## src/rtl/alu_sequencer_pkg.sv

```systemverilog
// Shared encodings for the ALU sequencer: ALU op codes, FSM states and
// the instruction word layout.
package alu_seq_pkg;

  localparam int INSTR_W  = 13;
  localparam int IMM_BIT  = 12;
  localparam int OP_HI    = 11;
  localparam int OP_LO    = 9;
  localparam int CIN_BIT  = 8;
  localparam int RD_HI    = 7;
  localparam int RD_LO    = 6;
  localparam int RA_HI    = 5;
  localparam int RA_LO    = 4;
  localparam int IMM4_HI  = 3;
  localparam int IMM4_LO  = 0;
  localparam int RB_HI    = 1;
  localparam int RB_LO    = 0;

  typedef enum logic [2:0] {
    OP_ADD   = 3'b000,
    OP_SUB   = 3'b001,
    OP_PASSB = 3'b010,
    OP_PASSA = 3'b011,
    OP_AND   = 3'b100,
    OP_OR    = 3'b101,
    OP_NOTA  = 3'b110,
    OP_XOR   = 3'b111
  } op_e;

  typedef enum logic [1:0] {
    ST_IDLE = 2'd0,
    ST_READ = 2'd1,
    ST_EXEC = 2'd2,
    ST_DONE = 2'd3
  } state_e;

  // Field order matches the bit positions above, MSB first.
  typedef struct packed {
    logic       imm;
    logic [2:0] op;
    logic       cin;
    logic [1:0] rd;
    logic [1:0] ra;
    logic [3:0] rb_imm4;
  } instr_t;

  // Build an instruction word from its fields.
  function automatic logic [INSTR_W-1:0] mk_instr(
    input logic       imm,
    input logic [2:0] op,
    input logic       cin,
    input logic [1:0] rd,
    input logic [1:0] ra,
    input logic [3:0] rb_imm4
  );
    return {imm, op, cin, rd, ra, rb_imm4};
  endfunction

endpackage

```

## src/rtl/alu_sequencer_if.sv

```systemverilog
// Instruction, ALU and result handshake bundle of the ALU sequencer.
interface alu_sequencer_if;

  logic                           in_valid;
  logic                           in_ready;
  logic [alu_seq_pkg::INSTR_W-1:0] instr;
  logic [3:0]                     alu_a;
  logic [3:0]                     alu_b;
  logic [2:0]                     alu_s;
  logic                           alu_cin;
  logic [3:0]                     alu_y;
  logic                           out_valid;
  logic                           out_ready;
  logic [3:0]                     out_data;
  logic [1:0]                     out_rd;

  // Sequencer side.
  modport slave (
    input  in_valid, instr, alu_y, out_ready,
    output in_ready, alu_a, alu_b, alu_s, alu_cin, out_valid, out_data, out_rd
  );

  // Instruction source / result consumer / ALU side.
  modport master (
    output in_valid, instr, alu_y, out_ready,
    input  in_ready, alu_a, alu_b, alu_s, alu_cin, out_valid, out_data, out_rd
  );

endinterface

```

## src/rtl/alu_sequencer_regfile.sv

```systemverilog
// Four 4-bit registers: two combinational read ports, one synchronous
// write port, asynchronous active-low clear.
module regfile_4x4 (
  input  logic       clk,
  input  logic       rst_n,
  input  logic [1:0] i_ra_addr,
  input  logic [1:0] i_rb_addr,
  output logic [3:0] o_ra_data,
  output logic [3:0] o_rb_data,
  input  logic       i_we,
  input  logic [1:0] i_wa,
  input  logic [3:0] i_wd
);

  logic [3:0] r_mem [4];

  assign o_ra_data = r_mem[i_ra_addr];
  assign o_rb_data = r_mem[i_rb_addr];

  // Clear all entries on reset, otherwise write one entry when enabled.
  always_ff @(posedge clk or negedge rst_n) begin
    if (!rst_n) begin
      for (int i = 0; i < 4; i++) r_mem[i] <= 4'h0;
    end else if (i_we) begin
      r_mem[i_wa] <= i_wd;
    end
  end

endmodule

```

## src/rtl/alu_sequencer.sv

```systemverilog
// Sequences one instruction at a time through an external 4-bit ALU:
// fetch operands from the register file, register them to the ALU,
// capture the result, write it back and offer it downstream.
//
//   state   | meaning
//   --------+---------------------------------------------------------
//   IDLE    | ready for an instruction, in_ready=1
//   READ    | instruction latched; operands registered to the ALU
//   EXEC    | ALU result captured, written to R[RD], out_valid set
//   DONE    | result held until out_ready, then back to IDLE
module alu_sequencer
  import alu_seq_pkg::*;
(
  input  logic            clk,
  input  logic            rst_n,
  alu_sequencer_if.slave  bus
);

  state_e     r_state;
  instr_t     r_instr;
  logic       r_in_ready;
  logic [3:0] r_alu_a;
  logic [3:0] r_alu_b;
  logic [2:0] r_alu_s;
  logic       r_alu_cin;
  logic       r_out_valid;
  logic [3:0] r_out_data;
  logic [1:0] r_out_rd;

  instr_t     w_instr;
  logic [3:0] w_ra_data;
  logic [3:0] w_rb_data;
  logic       w_we;

  assign w_instr = instr_t'(bus.instr);
  // Write-back happens on the EXEC edge, so READ always sees the old value.
  assign w_we    = (r_state == ST_EXEC);

  regfile_4x4 u_rf (
    .clk       (clk),
    .rst_n     (rst_n),
    .i_ra_addr (r_instr.ra),
    .i_rb_addr (r_instr.rb_imm4[RB_HI:RB_LO]),
    .o_ra_data (w_ra_data),
    .o_rb_data (w_rb_data),
    .i_we      (w_we),
    .i_wa      (r_instr.rd),
    .i_wd      (bus.alu_y)
  );

  // Sequencer FSM with all handshake and ALU outputs registered.
  always_ff @(posedge clk or negedge rst_n) begin
    if (!rst_n) begin
      r_state     <= ST_IDLE;
      r_instr     <= '0;
      r_in_ready  <= 1'b1;
      r_alu_a     <= 4'h0;
      r_alu_b     <= 4'h0;
      r_alu_s     <= 3'b000;
      r_alu_cin   <= 1'b0;
      r_out_valid <= 1'b0;
      r_out_data  <= 4'h0;
      r_out_rd    <= 2'd0;
    end else begin
      case (r_state)
        ST_IDLE: begin
          if (bus.in_valid) begin
            r_instr    <= w_instr;
            r_in_ready <= 1'b0;
            r_state    <= ST_READ;
          end
        end
        ST_READ: begin
          r_alu_a   <= w_ra_data;
          r_alu_b   <= r_instr.imm ? r_instr.rb_imm4 : w_rb_data;
          r_alu_s   <= r_instr.op;
          r_alu_cin <= r_instr.cin;
          r_state   <= ST_EXEC;
        end
        ST_EXEC: begin
          r_out_data  <= bus.alu_y;
          r_out_rd    <= r_instr.rd;
          r_out_valid <= 1'b1;
          r_state     <= ST_DONE;
        end
        ST_DONE: begin
          if (bus.out_ready) begin
            r_out_valid <= 1'b0;
            r_in_ready  <= 1'b1;
            r_state     <= ST_IDLE;
          end
        end
        default: begin
          r_out_valid <= 1'b0;
          r_in_ready  <= 1'b1;
          r_state     <= ST_IDLE;
        end
      endcase
    end
  end

  assign bus.in_ready  = r_in_ready;
  assign bus.alu_a     = r_alu_a;
  assign bus.alu_b     = r_alu_b;
  assign bus.alu_s     = r_alu_s;
  assign bus.alu_cin   = r_alu_cin;
  assign bus.out_valid = r_out_valid;
  assign bus.out_data  = r_out_data;
  assign bus.out_rd    = r_out_rd;

endmodule

```

## src/flat_wrapper.sv

```systemverilog
// flat-port wrapper written by rule: the top's interface ports become plain ports
module alu_sequencer_flat import alu_seq_pkg::*;
  (clk, rst_n, bus_in_valid, bus_instr, bus_alu_y, bus_out_ready, bus_in_ready, bus_alu_a, bus_alu_b, bus_alu_s, bus_alu_cin, bus_out_valid, bus_out_data, bus_out_rd);
  alu_sequencer_if bus_i ();
  input  logic clk;
  input  logic rst_n;
  input wire logic [$bits(bus_i.in_valid)-1:0] bus_in_valid;
  input wire logic [$bits(bus_i.instr)-1:0] bus_instr;
  input wire logic [$bits(bus_i.alu_y)-1:0] bus_alu_y;
  input wire logic [$bits(bus_i.out_ready)-1:0] bus_out_ready;
  output wire logic [$bits(bus_i.in_ready)-1:0] bus_in_ready;
  output wire logic [$bits(bus_i.alu_a)-1:0] bus_alu_a;
  output wire logic [$bits(bus_i.alu_b)-1:0] bus_alu_b;
  output wire logic [$bits(bus_i.alu_s)-1:0] bus_alu_s;
  output wire logic [$bits(bus_i.alu_cin)-1:0] bus_alu_cin;
  output wire logic [$bits(bus_i.out_valid)-1:0] bus_out_valid;
  output wire logic [$bits(bus_i.out_data)-1:0] bus_out_data;
  output wire logic [$bits(bus_i.out_rd)-1:0] bus_out_rd;
  assign bus_i.in_valid = bus_in_valid;
  assign bus_i.instr = bus_instr;
  assign bus_i.alu_y = bus_alu_y;
  assign bus_i.out_ready = bus_out_ready;
  assign bus_in_ready = bus_i.in_ready;
  assign bus_alu_a = bus_i.alu_a;
  assign bus_alu_b = bus_i.alu_b;
  assign bus_alu_s = bus_i.alu_s;
  assign bus_alu_cin = bus_i.alu_cin;
  assign bus_out_valid = bus_i.out_valid;
  assign bus_out_data = bus_i.out_data;
  assign bus_out_rd = bus_i.out_rd;
  alu_sequencer u_core (.clk(clk), .rst_n(rst_n), .bus(bus_i));
endmodule
```

## config.mk

```make
export PLATFORM = sky130hd
export DESIGN_NAME = alu_sequencer_flat
export DESIGN_NICKNAME = d
export VERILOG_FILES = /design/src/rtl/alu_sequencer_pkg.sv /design/src/rtl/alu_sequencer_if.sv /design/src/rtl/alu_sequencer_regfile.sv /design/src/rtl/alu_sequencer.sv /design/src/flat_wrapper.sv
export SDC_FILE = /design/constraint.sdc
export NUM_CORES = 1
export LEC_CHECK = 0
export CORE_AREA = 2 2 79 81
export DETAILED_ROUTE_END_ITERATION = 10
export DIE_AREA = 0 0 81 83
export REMOVE_ABC_BUFFERS = 1
export SYNTH_ARGS = -nofsm -noshare
export SYNTH_HDL_FRONTEND = slang
export SYNTH_SLANG_ARGS = --single-unit
```

## constraint.sdc

```tcl
create_clock -name clk -period 1.46 [get_ports clk]
set_input_delay 0.292 -clock clk [delete_from_list [all_inputs] [get_ports clk]]
set_output_delay 0.292 -clock clk [all_outputs]
set_load 0.01 [all_outputs]
```

# Word-level counts from Yosys, hierarchy flattened
# Cells that the tools add are included.
# Widths: inputs -> output; s select.
# totals
regBits	51
in_bits	21
out_inout_bits	20
# op_classes
n_lt_le_gt_ge	4
eq_ne	5
muxes	18
bitwise	3
n_reduce_logical	8
# op_table
op	count
$mux 4	6
$bmux 4 s2	2
$bwmux 16	1
$ge 3x3->1 const B	3
$not 2->3	3
$demux 4 s2	1
$pmux 2 s4	1
$reduce_and 2->1	3
$eq 2x2->1 const B	2
$mux 2	2
$ne 2x2->1 const B	2
$pmux 1 s2	2
$reduce_bool 2->1	2
$lt 3x1->1 const B	1
$mux 1	3
$reduce_and 3->1	1
$eq 2x1->1 const B	1
$logic_not 2->1	1
$logic_and 1x1->1	1

# Longest topological paths before layout
# Gate-level depths: netlist of the first run.
# depth
word_depth	6
mapped_depth	6
ltp_nobuf	5

# Hierarchy
# From an unflattened synthesis of the first run, not the netlist that was laid out.
# unflattened
hier_cells	145
hier_area_um2	2313.5
# modules_own_cells
mod	n_inst	cells_per_inst	area_each_um2
alu_sequencer	1	101	1506.4
regfile_4x4	1	44	807.0

# Worst setup path after synthesis of the first run
# No wires, ideal clock.
# synth_path
path_kind	register to register
start	register u_core.r_state[0]
end	register u_core.u_rf.r_mem[12] (netlist bit)
setup_time_ns	0.125
t_arrival_ns	1.454
t_required_ns	1.335
setup_slack_ns	-0.119
path_stages_with_launch	5
path_buffers	0
synth_period_minus_slack_ns	1.579
cell_sequence	dfrtp_1 inv_1 ha_1 nor3b_1 mux2_2
# synth_via
elab_chain_len	1
# synth_rtl
item	line	text
from (decl)	alu_sequencer.sv:19	state_e r_state;
from (signal assigned)	alu_sequencer.sv:54	r_state <= ST_IDLE;
from (signal assigned)	alu_sequencer.sv:70	r_state <= ST_READ;
from (signal assigned)	alu_sequencer.sv:78	r_state <= ST_EXEC;
$eq 2x2->1	alu_sequencer.sv:37	assign w_we = (r_state == ST_EXEC);
to (signal, indexed assignment)	alu_sequencer_regfile.sv:25	r_mem[i_wa] <= i_wd;
to (decl)	alu_sequencer_regfile.sv:15	logic [3:0] r_mem [4];
# No other way between the ends.
# A chain may end at the register's enable or synchronous reset.

# Worst setup path after layout of the first run
# layout_path
start	register u_core.r_state[1]
end	register u_core.r_state[1]
# layout_via
elab_chain_len	3
word_cells_on_any_way	8
cone_classes	eq/ne (5); mux (1); reduce/logical (2)
# layout_rtl
item	line	text
$eq 2x2->1 or $logic_not 2->1 (tied branches)	alu_sequencer.sv:65	case (r_state)
$ne 2x2->1 (no line)	-	
$reduce_and 2->1 (no line)	-	
# Several ways; a longest one is shown, not always the timed one.

==> results of run 1 <==
==> cells in the mapped netlist, types with 2 or more instances <==
| cell | instances |
|---|---|
| mux2_2 | 47 |
| a21oi_1 | 2 |
| mux4_1 | 4 |
| nor2_1 | 5 |
| nand3b_1 | 2 |
| or3_1 | 2 |
| mux2i_1 | 6 |
| ha_1 | 6 |
| nand2_1 | 2 |
| inv_1 | 3 |
| a31oi_1 | 2 |
| dfrtp_1 | 50 |
| mux4_2 | 2 |
| buf_2 | 5 |
| o21ai_0 | 4 |
==> flip-flops by register name, indices dropped and copies added (netlist names) <==
| name | count |
|---|---|
| u_core.bus.alu_a | 4 |
| u_core.bus.alu_b | 4 |
| u_core.bus.alu_cin | 1 |
| u_core.bus.alu_s | 3 |
| u_core.bus.in_ready | 1 |
| u_core.bus.out_data | 4 |
| u_core.bus.out_rd | 2 |
| u_core.bus.out_valid | 1 |
| u_core.r_instr | 13 |
| u_core.r_state | 2 |
| u_core.u_rf.r_mem | 16 |
==> cell type report <==
cell class,count,area (um^2),share of cell area [%]
sequential,51,1280,41.9
multi-input combinational,89,996,32.5
timing repair buffer,57,542,17.7
tap,75,93.8,3.07
clock buffer,5,68.8,2.25
clock inverter,3,67.6,2.21
inverter,3,11.3,0.368
==> worst max-delay path by stage <==
stage | from | endpoint | slack [ns] | depth (start not counted)
4_1_cts | u_core.r_state[1]$_DFFE_PN0P_ | u_core.r_state[1]$_DFFE_PN0P_ | 0.002 | 5
3_3_place_gp | bus_in_valid | u_core.r_instr[12]$_DFFE_PN0P_ | -0.05 | 4
5_1_grt | u_core.r_state[1]$_DFFE_PN0P_ | u_core.bus.in_ready$_DFFE_PN1P_ | -0.04 | 4
3_5_place_dp | bus_in_valid | u_core.r_instr[1]$_DFFE_PN0P_ | -0.07 | 4
2_1_floorplan | u_core.r_state[0]$_DFFE_PN0P_ | u_core.u_rf.r_mem[12]$_DFFE_PN0P_ | -0.35 | 4
6_report | u_core.r_state[1]$_DFFE_PN0P_ | u_core.r_state[1]$_DFFE_PN0P_ | 0.02 | 5
==> placed cells by master (no fill, tap or decap), drive strengths merged <==
cell type and n:
dfstp 1, or2 1, clkbuf 5, clkinvlp 1
clkdlybuf4s50 19, nand2b 1, inv 3, nand3 1
bufinv 2, nand3b 2, dfrtp 50, nor2 5
o21ai 4, o211ai 1, dlygate4sd2 20, mux4 6
mux2 47, a31oi 2, a21oi 2, buf 17
dlygate4sd3 1, or3 2, nor3b 1, nand2 2
ha 6, mux2i 6
==> metrics by stage <==
stage	worst slack, ns	hold WS (ns)	total power, mW
after floorplan	-0.352	-0.00359	4.44
after global placement	-0.0499	0.142	5.65
after detailed placement	-0.0705	0.144	5.80
after CTS	0.00248	0.352	6.86
after global routing	-0.0373	0.360	7.44
final	0.0218	0.366	6.93
==> where the power goes <==
part	switching, mW	internal [mW]	total (mW)	leakage, nW
logic	1.07	1.93	3.01	0.672
registers	0.594	2.17	2.77	0.592
clock network	0.475	0.683	1.16	0.0644
total	2.14	4.79	6.93	1.33
==> per-layer routing <==
metal / wire [um] / GRT usage (%) / vias up
met5: 0 / 0 / -
met4: 41 / 4.16 / 0
met3: 162 / 3.70 / 4
met2: 2360 / 24.9 / 25
met1: 1920 / 18.7 / 712
li1: - / - / 656
==> logic make-up (layout without fill, tap and decap cells) <==
family | Yosys count | after routing | share of synthesized area [%]
multiplexers | 59 | 59 | 32.6
flip-flops | 51 | 51 | 56.4
AND/OR/NAND/NOR | 15 | 15 | 3.48
buffers and inverters | 10 | 68 | 1.99
AO/OA/AOI/OAI | 9 | 9 | 2.21
adder cells (fa/ha/maj) | 6 | 6 | 3.31
==> worst register-to-register path, cell delays in order (launching register included) <==
cell     delay [ns]
dfrtp_2        0.46
inv_2          0.07
ha_2           0.20
inv_1          0.08
o21ai_2        0.17
mux2_2         0.35
==> timing repair <==
action | CTS | global route
setup endpoints to repair | 39 | 36
pin swaps | 1 | 2
buffers inserted | 2 | 3
gates resized for setup | 28 | 12
hold buffers | 1 | 0
hold endpoints to repair | 5 | 0
==> results_dict.tcl, run 1 <==
set metrics [dict create \
    slowest_delay_ns 0.46 \
    slew_headroom_pct 80.3 \
    ir_drop_mv 0.871 \
    track_usage_pct 14.8 \
    reg2reg_setup_slack_ns 0.02 \
    crit_buf_inv 2 \
    vias_per_cell 4.94 \
    grt_pass1_vias 1495 \
    yosysTopAreaCell "dfrtp_1" \
    hold_path_class "input port to async pin" \
    required_ns 1.65 \
    dp_cells 270 \
    yosysTopAreaCellShare_pct 55.2 \
    endpoint_kind "flop" \
    avgSynthCellArea_um2 15.1 \
    grt_pass1_wl_um 7580 \
    antenna_cells 0 \
    final_nets 234 \
    cts_root_buf "clkbuf_8" \
    overflow 0 \
    start_util_pct 39.0 \
    drc 0 \
    vias 1397 \
    yosysUniqueCellTypes 23 \
    clk_path_buf_depth 2 \
    critPathTopFamily "flip-flops" \
    crit_chain "inv_2 -> ha_2 -> inv_1 -> o21ai_2 -> mux2_2" \
    path_max_fanout 4 \
    dpl-instance-area_um2 2850 \
    synth-edff-count 0 \
    min_period_ns 1.44 \
    dieArea_um2 6720 \
    io_buffer_count 40 \
    ys_warn_count 0 \
    place_hpwl_um 3330 \
    setup_violations 0 \
    avgRoutedWirePerCell_um 15.9 \
    grt_max_degree 34 \
    p_leak_nw 1.33 \
    critical_path_arrival_ns 1.63 \
    syn_inst 150 \
    die_height_um 83 \
    dr.pass1.iters 4 \
    p_per_area_nw_per_um2 2260 \
    r2r_cells 5 \
    ant_nets 0 \
    routed_wl_um 4490 \
    syn-cell-area_um2 2270 \
    r2r-start "u_core.r_state[1]$_DFFE_PN0P_" \
    synth_seq_area_share_pct 56.4 \
    postLayoutCellArea_um2 3060 \
    finalHoldViolCount 0 \
    cap_violations 0 \
    synth_ff_type "dfrtp_1" \
    layoutNonFillerInstCount 283 \
    numCtsBuffers 5 \
    drt_iter0_markers 58 \
    row_count 28 \
    ys_ff_latch 51 \
    path_clk_slew_ns 0.10 \
    min_period_over_period_pct 98.5 \
    cp_slowest_cell "dfrtp_2" \
    io_pins 41 \
    final_core_util_pct 52.6 \
    gp_congestion 0.706 \
    cts.sinks 51 \
    antenna_found_initial 0 \
    crit_path_start_kind "flop" \
    drv_slew 0 \
    r2r-end "u_core.r_state[1]$_DFFE_PN0P_" \
    worstSetupPathType "flop to flop" \
    fin_skew_ns 0.00594 \
    cts_tree "built" \
    max_slew.worst_pin.slew_ns 0.296 \
    yosys-top-cells-area "dfrtp_1, mux2_2, mux4_1" \
    status "completed" \
    rsz0062_at_grt "yes" \
    fin_tns_setup_ns 0 \
    core_um2 5820 \
    htreeDepth 2 \
    insertion_delay_ns 0.30 \
    die_w_um 81 \
    clock.fmax_mhz 695 \
    async_flop_share_pct 100 \
    num-fill-cells 525 \
    layout-drive-gt1-share_pct 41.8 \
    area_growth_pct 35.1 \
]
No activity file was read; power rests on OpenSTA's default activity.
==> run 2, diff against run 1 <==
--- a/config.mk
+++ b/config.mk
@@ -9,6 +9,7 @@
 export DETAILED_ROUTE_END_ITERATION = 10
 export DIE_AREA = 0 0 81 83
 export REMOVE_ABC_BUFFERS = 1
+export SETUP_SLACK_MARGIN = 0.15
 export SYNTH_ARGS = -nofsm -noshare
 export SYNTH_HDL_FRONTEND = slang
 export SYNTH_SLANG_ARGS = --single-unit
==> run 2 against run 1 <==
Effect of this change:
- the run now ends with negative setup slack left
- largest cell class unchanged
- total power grew 17%
- fmax decreased by 2.5%
- highest routed layer unchanged
- combinational power up 38%
- cell area grew 11%
- first-iteration DRC count fell by 6.9%
==> results_dict.tcl, run 2 (same netlist as run 1, synthesis figures left out) <==
set metrics [dict create \
    path_max_fanout 5 \
    worstSetupPathType "flop to flop" \
    grt_pass1_vias 1524 \
    slew_headroom_pct 79.7 \
    dieArea_um2 6720 \
    ir_drop_mv 1.16 \
    io_pins 41 \
    hold_path_class "input port to async pin" \
    place_hpwl_um 3330 \
    vias 1470 \
    die_w_um 81 \
    layout-drive-gt1-share_pct 51.6 \
    grt_pass1_wl_um 7820 \
    largest_reg_flops 16 \
    start_util_pct 39.0 \
    gp_congestion 0.706 \
    routed_wl_um 5080 \
    layoutNonFillerInstCount 296 \
    clock.fmax_mhz 678 \
    numCtsBuffers 5 \
    drt_iter0_markers 54 \
    antenna_found_initial 0 \
    status "finished, violations left" \
    finalHoldViolCount 0 \
    endpoint_kind "flop" \
    rsz0062_at_grt "yes" \
    overflow 0 \
    cts.sinks 51 \
    regMostFlops "u_core.u_rf.r_mem" \
    num-fill-cells 477 \
    antenna_cells 0 \
    critical_path_arrival_ns 1.67 \
    drc 0 \
    cp-startpoint "u_core.r_state[1]$_DFFE_PN0P_" \
    row_count 28 \
    fin_tns_setup_ns -0.0298 \
    dr.pass1.iters 4 \
    min_period_ns 1.47 \
    ant_nets 0 \
    dp_cells 270 \
    path_clk_slew_ns 0.10 \
    io_buffer_count 40 \
    reg_top3 "u_core.u_rf.r_mem x16, u_core.r_instr x13" \
    crit_path_start_kind "flop" \
    vias_per_cell 4.97 \
    p_per_area_nw_per_um2 2390 \
    die_height_um 83 \
    track_usage_pct 15.3 \
    final_nets 247 \
    r2r-start "u_core.r_state[1]$_DFFE_PN0P_" \
    htreeDepth 2 \
    cts_tree "built" \
    layout_common_cells "dfrtp_1, mux2_4, mux2_2, clkdlybuf4s50_1, buf_4" \
    cts_root_buf "clkbuf_8" \
    p_leak_nw 1.51 \
    insertion_delay_ns 0.30 \
    r2r_cells 4 \
    worst_slack_ns -0.0147 \
    required_ns 1.65 \
    core_um2 5820 \
    fin_skew_ns 0.00501 \
    violations "negative setup slack" \
    whs_ns 0.367 \
    cap_violations 0 \
    area_growth_pct 50.1 \
    max_slew.worst_pin.slew_ns 0.304 \
    min_period_over_period_pct 101 \
    final_common_cell "dfrtp_1" \
    clk_path_buf_depth 2 \
    drv_slew 0 \
    avgRoutedWirePerCell_um 17.1 \
    grt_max_degree 34 \
    setup_violations 4 \
]
[run 2: cell types whose count changed in the layout (fill, tap and decap cells not counted), moves of 2 or more]
cell	change
mux4_2	+4
buf_6	+4
mux2_2	-22
buf_12	+2
nor2_1	-3
dlygate4sd2_1	-9
mux4_1	-4
ha_4	+2
mux2_4	+22
clkdlybuf4s15_1	+8
buf_4	+4
nor2_4	+3
[run 2: repair_timing]
item	4_1_cts	5_1_grt
endpoints found under the setup margin	68	61
hold buffers	1	0
buffers inserted	7	8
pin swaps	2	6
hold endpoints to repair	5	0
gates resized for setup	39	63
cloned	1	1
[run 2: path summary, 6_finish.rpt]
kind	slack, ns	to
max	-0.01	u_core.u_rf.r_mem[6]$_DFFE_PN0P_
min	0.37	u_core.bus.out_data[3]$_DFFE_PN0P_
max reg2reg	-0.01	u_core.u_rf.r_mem[6]$_DFFE_PN0P_
min reg2reg	0.49	u_core.bus.out_valid$_DFFE_PN0P_
max in group asynchronous	0.59	u_core.bus.in_ready$_DFFE_PN1P_
min in group clk	0.49	u_core.bus.out_valid$_DFFE_PN0P_
[run 2: metal layers]
layer	vias up	global-route usage [%]	wire (um)
met1	759	19.8	2240
met3	2	3.70	162
li1	682	-	-
met5	-	0	0
met2	27	25.4	2650
met4	0	4.16	27
[run 2: critical path: stages (launching register included)]
cell      delay (ns)
dfrtp_2         0.45
buf_6           0.13
ha_4            0.17
nand3b_1        0.24
mux2_2          0.37
[run 2: layout make-up]
type / count / area [um^2] / share of cell area (%)
sequential: 51 / 1280 / 37.7
multi-input combinational: 89 / 1140 / 33.6
timing repair buffer: 70 / 736 / 21.6
tap: 75 / 93.8 / 2.76
clock buffer: 5 / 68.8 / 2.02
clock inverter: 3 / 67.6 / 1.99
inverter: 3 / 11.3 / 0.331
[run 2: power by group]
part	total (mW)	switching (mW)	internal [mW]	leakage, nW
logic	4.14	1.39	2.75	0.856
registers	2.82	0.653	2.17	0.592
clock network	1.16	0.474	0.683	0.0644
total	8.13	2.52	5.61	1.51
[run 2: metrics by stage]
step	power, mW	worst slack (ns)	area, um^2	util (%)
6_report	8.13	-0.0147	3400	58.5
5_1_grt	8.63	-0.0700	3400	58.5
3_5_place_dp	5.80	-0.0705	2850	49.0
2_1_floorplan	4.44	-0.352	2230	-
4_1_cts	7.17	0.000670	3120	53.7
3_3_place_gp	5.65	-0.0499	2850	49.0
